## src/rtl/exe_stage.sv

```systemverilog
// exe_stage
//   Execute stage of the 5-stage pipeline. Computes the ALU result, resolves
//   branches back to fetch (combinationally) and registers the results into
//   the EXE/MEM pipeline register for the memory stage.
//
// Ports
//   clk, rst            : clock, synchronous active-high reset
//   freeze              : memory-stage stall, holds the EXE/MEM register
//   val1, val2, reg2    : Rs operand, second ALU operand, Rt value (store/BNE)
//   pc_in               : PC+4 of this instruction
//   dest_in, wb_en_in   : writeback index / enable
//   mem_signal_in       : [1] load, [0] store
//   branch_type_in      : 00 none, 01 BEZ, 10 BNE, 11 JMP
//   exe_cmd_in          : ALU operation
//   br_taken, br_addr   : combinational branch redirect to fetch
//   alu_res, st_val, dest_out, wb_en_out, mem_r_en, mem_w_en, pc_out :
//                         EXE/MEM register outputs
//
// Flow control: there is no valid/ready handshake. freeze=1 holds every
// registered output for that edge and suppresses br_taken; rst overrides freeze.
module exe_stage #(
  parameter int WIDTH = 32
) (
  input  logic             clk,
  input  logic             rst,
  input  logic             freeze,
  input  logic [WIDTH-1:0] val1,
  input  logic [WIDTH-1:0] reg2,
  input  logic [WIDTH-1:0] val2,
  input  logic [WIDTH-1:0] pc_in,
  input  logic [4:0]       dest_in,
  input  logic             wb_en_in,
  input  logic [1:0]       mem_signal_in,
  input  logic [1:0]       branch_type_in,
  input  logic [3:0]       exe_cmd_in,
  output logic             br_taken,
  output logic [WIDTH-1:0] br_addr,
  output logic [WIDTH-1:0] alu_res,
  output logic [WIDTH-1:0] st_val,
  output logic [4:0]       dest_out,
  output logic             wb_en_out,
  output logic             mem_r_en,
  output logic             mem_w_en,
  output logic [WIDTH-1:0] pc_out
);

  localparam logic [3:0] CMD_ADD = 4'b0000;
  localparam logic [3:0] CMD_SUB = 4'b0010;
  localparam logic [3:0] CMD_AND = 4'b0100;
  localparam logic [3:0] CMD_OR  = 4'b0101;
  localparam logic [3:0] CMD_NOR = 4'b0110;
  localparam logic [3:0] CMD_XOR = 4'b0111;
  localparam logic [3:0] CMD_SLL = 4'b1000;
  localparam logic [3:0] CMD_SRA = 4'b1001;
  localparam logic [3:0] CMD_SRL = 4'b1010;

  localparam logic [1:0] BR_NONE = 2'b00;
  localparam logic [1:0] BR_BEZ  = 2'b01;
  localparam logic [1:0] BR_BNE  = 2'b10;
  localparam logic [1:0] BR_JMP  = 2'b11;

  logic [WIDTH-1:0] alu_comb;
  logic [4:0]       shamt;
  logic             br_cond;

  assign shamt = val2[4:0];

  // ALU
  always_comb begin
    alu_comb = '0;
    case (exe_cmd_in)
      CMD_ADD: alu_comb = val1 + val2;
      CMD_SUB: alu_comb = val1 - val2;
      CMD_AND: alu_comb = val1 & val2;
      CMD_OR:  alu_comb = val1 | val2;
      CMD_NOR: alu_comb = ~(val1 | val2);
      CMD_XOR: alu_comb = val1 ^ val2;
      CMD_SLL: alu_comb = val1 << shamt;
      CMD_SRA: alu_comb = $signed(val1) >>> shamt;
      CMD_SRL: alu_comb = val1 >> shamt;
      default: alu_comb = '0;
    endcase
  end

  // Branch resolution; the target is computed regardless of branch type.
  always_comb begin
    br_cond = 1'b0;
    case (branch_type_in)
      BR_NONE: br_cond = 1'b0;
      BR_BEZ:  br_cond = (val1 == '0);
      BR_BNE:  br_cond = (val1 != reg2);
      BR_JMP:  br_cond = 1'b1;
      default: br_cond = 1'b0;
    endcase
  end

  assign br_addr  = pc_in + (val2 << 2);
  // A frozen branch must not redirect fetch until the stall releases,
  // otherwise the redirect would be taken twice.
  assign br_taken = br_cond & ~freeze;

  // EXE/MEM pipeline register
  always_ff @(posedge clk) begin
    if (rst) begin
      alu_res   <= '0;
      st_val    <= '0;
      dest_out  <= '0;
      wb_en_out <= 1'b0;
      mem_r_en  <= 1'b0;
      mem_w_en  <= 1'b0;
      pc_out    <= '0;
    end else if (!freeze) begin
      alu_res   <= alu_comb;
      st_val    <= reg2;
      dest_out  <= dest_in;
      wb_en_out <= wb_en_in;
      mem_r_en  <= mem_signal_in[1];
      mem_w_en  <= mem_signal_in[0];
      pc_out    <= pc_in;
    end
  end

endmodule

```

## config.mk

```make
export PLATFORM = sky130hd
export DESIGN_NAME = exe_stage
export DESIGN_NICKNAME = d
export VERILOG_FILES = /design/src/rtl/exe_stage.sv
export SDC_FILE = /design/constraint.sdc
export NUM_CORES = 1
export LEC_CHECK = 0
export CELL_PAD_IN_SITES_DETAIL_PLACEMENT = 0
export CELL_PAD_IN_SITES_GLOBAL_PLACEMENT = 1
export CORE_MARGIN = 3
export CORE_UTILIZATION = 49
export CTS_BUF_LIST = sky130_fd_sc_hd__clkbuf_8
export CTS_CLUSTER_SIZE = 16
export DETAILED_ROUTE_END_ITERATION = 10
export DONT_BUFFER_PORTS = 1
export PLACE_DENSITY = 0.92
export SLEW_MARGIN = 20
export SYNTH_ARGS = -nofsm -noshare
export SYNTH_HDL_FRONTEND = slang
export SYNTH_SLANG_ARGS = --single-unit
```

## constraint.sdc

```tcl
create_clock -name clk -period 6.9 [get_ports clk]
set_input_delay 1.38 -clock clk [delete_from_list [all_inputs] [get_ports clk]]
set_output_delay 1.38 -clock clk [all_outputs]
set_load 0.005 [all_outputs]
```

==> results of run 1 <==
power by group:
| part | internal (mW) | leakage, nW | switching, mW |
|---|---|---|---|
| sequential | 0.632 | 0.854 | 0.0270 |
| combinational | 0.370 | 4.90 | 0.494 |
| clock | 0.147 | 0.105 | 0.284 |
| total | 1.15 | 5.86 | 0.805 |
cells in the mapped netlist (all sizes together), types with 4 or more instances:
master | count | area, um2
o21ai | 94 | 470
inv | 90 | 338
xor2 | 33 | 289
mux2 | 23 | 259
nand2b | 10 | 62.6
o31ai | 4 | 30.0
a211o | 5 | 43.8
xnor2 | 76 | 666
nor3 | 33 | 176
mux2i | 129 | 1290
a21oi | 141 | 706
o22ai | 12 | 75.1
nand2 | 115 | 432
dfxtp | 104 | 2080
a22o | 6 | 52.6
or2 | 4 | 25.0
a41oi | 5 | 43.8
clkbuf | 115 | 432
ha | 126 | 1580
a211oi | 34 | 255
a21o | 28 | 210
mux4 | 62 | 1400
or3 | 15 | 98.8
nor2 | 260 | 976
and4 | 4 | 35.0
and3 | 12 | 75.1
nor4 | 13 | 96.3
nand4 | 20 | 125
nand3 | 28 | 140
o211ai | 21 | 158
a31oi | 22 | 138
nor2b | 13 | 81.3
o221ai | 11 | 96.3
and2 | 5 | 31.3
a221oi | 9 | 78.8
o21a | 14 | 105
buf | 35 | 156
o32ai | 4 | 35.0
o21bai | 9 | 67.6
path summary, 6_finish.rpt:
| check | start | to | cells after the start |
|---|---|---|---|
| hold reg to reg | alu_res[11] | alu_res[11] | 2 |
| setup reg to reg | alu_res[20] | alu_res[20] | 4 |
| setup / recovery | val2[1] | br_addr[31] | 10 |
| hold / removal | alu_res[11] | alu_res[11] | 2 |
area by class of cell:
cell class | count | area [um2] | share of cell area, %
timing repair buffer | 10 | 75.1 | 0.533
clock buffer | 9 | 124 | 0.879
sequential | 104 | 2080 | 14.8
tap | 378 | 473 | 3.36
multi-input combinational | 1452 | 10900 | 77.4
inverter | 92 | 345 | 2.45
clock inverter | 7 | 86.3 | 0.613
registers in the layout, summed over array words and instances (netlist names):
signal,flops
st_val,32
mem_r_en,1
pc_out,32
wb_en_out,1
alu_res,32
dest_out,5
mem_w_en,1
layout by cell type (no fill, tap or decap), types with 13 or more instances in the layout:
master and instances:
sky130_fd_sc_hd__nor2_1 260, sky130_fd_sc_hd__a21oi_1 141, sky130_fd_sc_hd__mux2i_1 129, sky130_fd_sc_hd__ha_1 126, sky130_fd_sc_hd__nand2_1 115, sky130_fd_sc_hd__dfxtp_1 104, sky130_fd_sc_hd__o21ai_0 93, sky130_fd_sc_hd__inv_1 89
sky130_fd_sc_hd__xnor2_1 76, sky130_fd_sc_hd__mux4_2 62, sky130_fd_sc_hd__a211oi_1 34, sky130_fd_sc_hd__xor2_1 33, sky130_fd_sc_hd__nor3_1 30, sky130_fd_sc_hd__nand3_1 28, sky130_fd_sc_hd__a21o_1 28, sky130_fd_sc_hd__mux2_2 23
sky130_fd_sc_hd__a31oi_1 22, sky130_fd_sc_hd__o211ai_1 21, sky130_fd_sc_hd__nand4_1 20, sky130_fd_sc_hd__or3_1 14, sky130_fd_sc_hd__o21a_1 14, sky130_fd_sc_hd__nor2b_1 13
cells by family after synthesis:
group	after synthesis	share of synthesized area [%]
simple gates	543	17.6
compound gates	458	21.0
buf+inv	242	6.71
mux	214	21.2
fa+ha+maj	128	11.6
xor+xnor	109	6.87
flops	104	15.0
layer usage:
metal / wire, um / part of all wire (%) / track usage (%)
met1: 20300 / 38 / 42.3
met2: 23600 / 44 / 52.7
met3: 8030 / 15 / 14.6
met4: 2030 / 3.8 / 11.8
met5: 0 / 0 / 0
worst register-to-register path, delay by kind of cell (launching register included):
kind / cells / cell delay, ns
AOI/OAI and AO/OA: 1 / 0.22
DFF: 1 / 0.51
and+or+nand+nor: 3 / 0.82
==> summary.txt, run 1 <==
Run status
  • Result of the run: finished clean

Worst setup path
  • Critical Path End Type: output pin
  • Slowest-stage cell, CP: sky130_fd_sc_hd__a2111oi_0
  • Cell with the most instances on the worst path: sky130_fd_sc_hd__a21oi_1
  • Startpoint Class: input pin
  • Startpoint-to-endpoint class of the critical path: in2out
  • Required time of the critical path: 5.52 ns
  • Critical-path cell list: ha_1, a21oi_1, o22ai_1, o211ai_1, a31oi_1, o211ai_1, a21oi_1, a2111oi_0, a21oi_1, xnor2_1
  • Crit path largest cell delay: 0.72 ns
  • R2R setup slack: 5.30 ns
  • Cell family contributing the most delay on the critical path: compound AO/OA/AOI/OAI gates
  • Maximum net fanout on the critical path: 77
  • Arrival time at the worst endpoint: 4.31 ns
  • CP bufs+invs: 0

Global routing
  • GRT Overall Usage: 34.0%
  • Pin count of the biggest net entering global routing: 99
  • Global-route wire length before repair: 80,600 um
  • Number of antenna violations at the first check in global routing: 0
  • Grt total ovfl: 0
  • Number of global-route vias before repair: 13,156

CTS
  • CTS tree: built
  • Clock latency on the worst-skew pair: 0.41 ns
  • PostCTS Resize Cnt: 0
  • Post-CTS setup repair buffer count: 0
  • Root buf cell: sky130_fd_sc_hd__clkbuf_8
  • H-Tree Level Count: 3
  • Quantity of hold-fixing buffers added after cts: 0
  • Clock net sink count: 104
  • CTS max path bufs: 2
  • Clock Pin Slew Worst Setup and Hold Paths: 0.11 ns
  • TritonCTS Buffers: 9

Cells and area
  • Count of fill cells added during filler insertion: 2,689
  • Diode count: 0
  • Number of nets at the end of the flow: 1,942
  • Final core area utilization: 50.6%
  • Final std cell area, no fill: 14,100 um2
  • Fin cells: 2,052
  • Post-synthesis to final-layout area growth: 1.37%
  • Layout cell share with drive strength beyond 1: 7.65%

Floorplanning
  • Core area: 27,900 um2
  • Io pins: 282
  • Initial core utilization: 49.9%
  • Die height: 174 um
  • Die outline width: 174 um
  • Std cell rows: 61
  • Area of the die: 30,400 um2

Power
  • Total power density per cell area: 139 nW/um2
  • Total leakage power: 5.86 nW
  • Highest ir drop seen on vdd: 100 uV
  • Pwr Total: 1.95 mW

Synthesis
  • Syn_area_per_cell: 7.73 um2
  • Number of enable-type register cells in the synthesized netlist: 0
  • Portion of the post-synthesis area used by sequential elements: 15.0%
  • Net Count, Synth: 2,071
  • Cell count after synthesis: 1,798
  • Post-synth ARST share: 0%
  • Synthesized flop and latch total: 104
  • Netlist cell types: 74
  • Netlist area before placement: 13,900 um2
  • Primary FF master, synth: sky130_fd_sc_hd__dfxtp_1
  • Yosys warning total: 0

Timing
  • Ratio of final minimum period to clock period: 82.5%
  • Worst path setup slack after routing: 1.21 ns
  • Number of max-slew violations in the final report: 0
  • Final count of hold timing violations: 0
  • Summed negative setup slack over all endpoints: 0 ns
  • Final worst clock skew: 0 ns
  • Actual transition at the worst max-transition pin: 1.05 ns
  • Final count of negative-setup-slack endpoints: 0
  • RSZ-0062 raised after global routing: no
  • Maximum clock rate: 176 MHz
  • Worst hold margin: 0.489 ns
  • Relative slew margins: 29.9%
  • Fin crit period: 5.69 ns

Placement
  • Number of buffers added on ports: 0
  • Worst setup timing slack at the placement stage: 1.10 ns
  • Post-DP HPWL: 40,600 um
  • RD Place Congestion: 0.999
  • Area of placed instances: 13,900 um2
  • Placed cell count: 2,036

Route
  • Number of remaining DRC errors: 0
  • Pre-Repair DR Iteration Count: 6
  • Initial detailed-routing violation count: 1,883
  • Routed via count divided by cell count: 6.75
  • Wire length after detailed routing: 53,900 um
  • Avg WL per Cell: 26.3 um
  • Via count: 13,847
  • Post-route ant nets: 0

Job
  • Maximum capacitance violations: 0

Min path
  • Path category of the worst min-delay check: reg2reg
Note: power is estimated with default switching activity, not from simulation.
==> run 2, diff against run 1 <==
Clock period 6.9 ns to 5.3 ns, I/O delays scaled along.
==> run 2 against run 1 <==
Net effect: combinational power increased by 32%; worst setup slack lost 0.88 ns; highest routed layer is now met5; largest cell class unchanged; sequential share of layout area fell by 0.20 points; die area unchanged; cell area grew 1.4%; clock power increased by 29%; wire length down 1.6%; via count is 0.87% higher.
==> summary.txt, run 2 (synthesis gave the netlist of run 1 again) <==
CTS
  • CTS tree: built
  • Quantity of hold-fixing buffers added after cts: 0 (unchanged)
  • Root buf cell: sky130_fd_sc_hd__clkbuf_8
  • Clock net sink count: 104 (unchanged)
  • PostCTS Resize Cnt: 0 (unchanged)
  • CTS max path bufs: 2 (unchanged)
  • Clock latency on the worst-skew pair: 0.41 ns (about the same)
  • H-Tree Level Count: 3 (unchanged)
  • Post-CTS setup repair buffer count: 0 (unchanged)
  • TritonCTS Buffers: 9 (unchanged)
  • Clock Pin Slew Worst Setup and Hold Paths: 0.13 ns (+0.02 ns)

Worst setup path
  • Critical Path End Type: flop
  • Required time of the critical path: 5.65 ns (+0.13 ns)
  • Arrival time at the worst endpoint: 5.32 ns (+1.01 ns)
  • Startpoint-to-endpoint class of the critical path: in2reg
  • Depth of the worst register-to-register path: 4 (unchanged)
  • Maximum net fanout on the critical path: 54 (-30%)
  • R2R setup slack: 3.70 ns (-1.60 ns)
  • Startpoint of the lowest-slack register-to-register path: alu_res[20]
  • Reg2reg end: alu_res[20]
  • Startpoint Class: input pin

Power
  • Relative contribution of sequential cells to total power: 33.6% (about the same)
  • Total leakage power: 5.98 nW (+2.1%)
  • Fraction of power spent switching nets: 40.7% (-0.52 points)
  • Net switching power: 1.04 mW (+29%)
  • Cell internal power dissipation: 1.52 mW (+32%)
  • Highest ir drop seen on vdd: 157 uV (+57%)
  • Total power density per cell area: 179 nW/um2 (+29%)
  • Part of the power in combinational logic: 44.6% (+0.4 points)
  • Clock Power Share: 21.8% (-0.2 points)
  • Pwr Total: 2.56 mW (+31%)

Cells and area
  • Number of nets at the end of the flow: 1,968 (+1.3%)
  • Commonest non-fill, non-tap cells in the layout: 260 x sky130_fd_sc_hd__nor2_1, 141 x sky130_fd_sc_hd__a21oi_1, 129 x sky130_fd_sc_hd__mux2i_1
  • Layout cell share with drive strength beyond 1: 9.06% (+1.4 points)
  • Diode count: 0 (unchanged)
  • Most frequent standard cell in the layout excluding fill and tap cells: sky130_fd_sc_hd__nor2_1
  • Top flop regs: alu_res (32), pc_out (32), st_val (32)
  • Post-synthesis to final-layout area growth: 2.77%
  • Fin cells: 2,078 (+1.3%)

Global routing
  • Grt total ovfl: 0 (unchanged)
  • Global-route wire length before repair: 80,600 um (about the same)
  • Number of antenna violations at the first check in global routing: 2 (+2)
  • GRT Overall Usage: 33.6% (-0.34 points)
  • Pin count of the biggest net entering global routing: 99 (unchanged)
  • Number of global-route vias before repair: 13,443 (+2.2%)

Route
  • Post-route ant nets: 0 (unchanged)
  • Pre-Repair DR Iteration Count: 8 (+2)
  • Routed via count divided by cell count: 6.72 (-0.39%)
  • Avg WL per Cell: 25.5 um (-2.8%)
  • Number of remaining DRC errors: 0 (unchanged)
  • Initial detailed-routing violation count: 1,624 (-14%)
  • Via count: 13,968 (+0.87%)
  • Wire length after detailed routing: 53,000 um (-1.6%)

Timing
  • Maximum clock rate: 201 MHz
  • Number of max-slew violations in the final report: 0 (unchanged)
  • Fin crit period: 4.97 ns
  • Relative slew margins: 27.3% (-2.7 points)
  • Final count of negative-setup-slack endpoints: 0 (unchanged)
  • Final worst clock skew: 0 ns (unchanged)
  • Actual transition at the worst max-transition pin: 1.09 ns (+0.0398 ns)
  • RSZ-0062 raised after global routing: no
  • Worst path setup slack after routing: 0.330 ns (-0.879 ns)
  • Ratio of final minimum period to clock period: 93.8%
  • Final count of hold timing violations: 0 (unchanged)

Placement
  • Worst setup timing slack at the placement stage: -0.0352 ns (-1.13 ns)
  • Number of buffers added on ports: 0 (unchanged)
  • RD Place Congestion: 1.01 (+1.3%)
  • Post-DP HPWL: 40,200 um (-1.0%)
  • Placed cell count: 2,062 (+1.3%)

Floorplanning
  • Io pins: 282 (unchanged)
  • Area of the die: 30,400 um2 (unchanged)
  • Core area: 27,900 um2 (unchanged)
  • Std cell rows: 61 (unchanged)
  • Die height: 174 um (unchanged)
  • Initial core utilization: 49.9% (unchanged)
  • Die outline width: 174 um (unchanged)

Run status
  • Result of the run: finished clean

Min path
  • Hold_sp: alu_res[11]
  • Hold-critical path endpoint: alu_res[11]
  • Number of stages on the worst hold path: 2 (unchanged)
  • Path category of the worst min-delay check: reg2reg

Job
  • Maximum capacitance violations: 0 (unchanged)
## run 2: worst max-delay path, stage by stage
cell and delay (ns):
sky130_fd_sc_hd__or3_4 0.39, sky130_fd_sc_hd__nor4_4 0.31, sky130_fd_sc_hd__nand4_1 0.16, sky130_fd_sc_hd__or4b_1 0.53
sky130_fd_sc_hd__or4_4 0.49, sky130_fd_sc_hd__o31ai_1 0.26, sky130_fd_sc_hd__xnor2_1 0.11, sky130_fd_sc_hd__ha_1 0.31
sky130_fd_sc_hd__a21o_1 0.12, sky130_fd_sc_hd__a211oi_1 0.09, sky130_fd_sc_hd__and2_1 0.20, sky130_fd_sc_hd__or4_1 0.39
sky130_fd_sc_hd__o221ai_1 0.36, sky130_fd_sc_hd__o221ai_1 0.22, sky130_fd_sc_hd__xnor2_1 0.16, sky130_fd_sc_hd__o21ai_0 0.14
## run 2: worst max-delay path by stage
stage            start          end  slack (ns)  cells past startpoint
2_1_floorplan  val2[0]  alu_res[27]        0.03                     19
3_3_place_gp   val2[2]  alu_res[27]        0.02                     16
3_5_place_dp   val2[2]  alu_res[31]       -0.04                     16
4_1_cts        val2[2]  alu_res[27]        0.40                     16
5_1_grt        val2[2]  alu_res[27]        0.16                     16
6_report       val2[2]  alu_res[31]        0.33                     16
## run 2: area by class of cell
class | count | area (um2)
Clock buffer | 9 | 124
Clock inverter | 7 | 86.3
Fill cell | 2672 | 13600
Inverter | 92 | 345
Multi-Input combinational cell | 1452 | 10900
Sequential cell | 104 | 2080
Tap cell | 378 | 473
Timing Repair Buffer | 36 | 270
## run 2: metal layers
layer  wire, um  GRT usage (%)  vias to the layer above
met4       2180           12.5                        4
met1      20900           44.4                     6583
met2      23000           51.7                      931
met5         26              0                        -
met3       6980           10.5                      149
li1           -              -                     6301
## run 2: metrics by stage
step | cell area [um2] | TNS [ns] | util, % | hold WS [ns]
floorplan | 13900 | 0 | - | 0.449
global placement | 14100 | 0 | 50.5 | 0.470
detailed placement | 14100 | -0.0638 | 50.5 | 0.475
CTS | 14300 | 0 | 51.3 | 0.492
global route | 14300 | 0 | 51.3 | 0.517
finish | 14300 | 0 | 51.3 | 0.486
## run 2: power groups by stage
stage,clock (mW),sequential [mW],combinational (mW)
6_report,0.557,0.858,1.14
5_1_grt,0.590,0.862,1.24
4_1_cts,0.570,0.858,1.11
3_5_place_dp,0,0.875,1.10
3_3_place_gp,0,0.875,1.09
2_1_floorplan,0,0.864,0.925
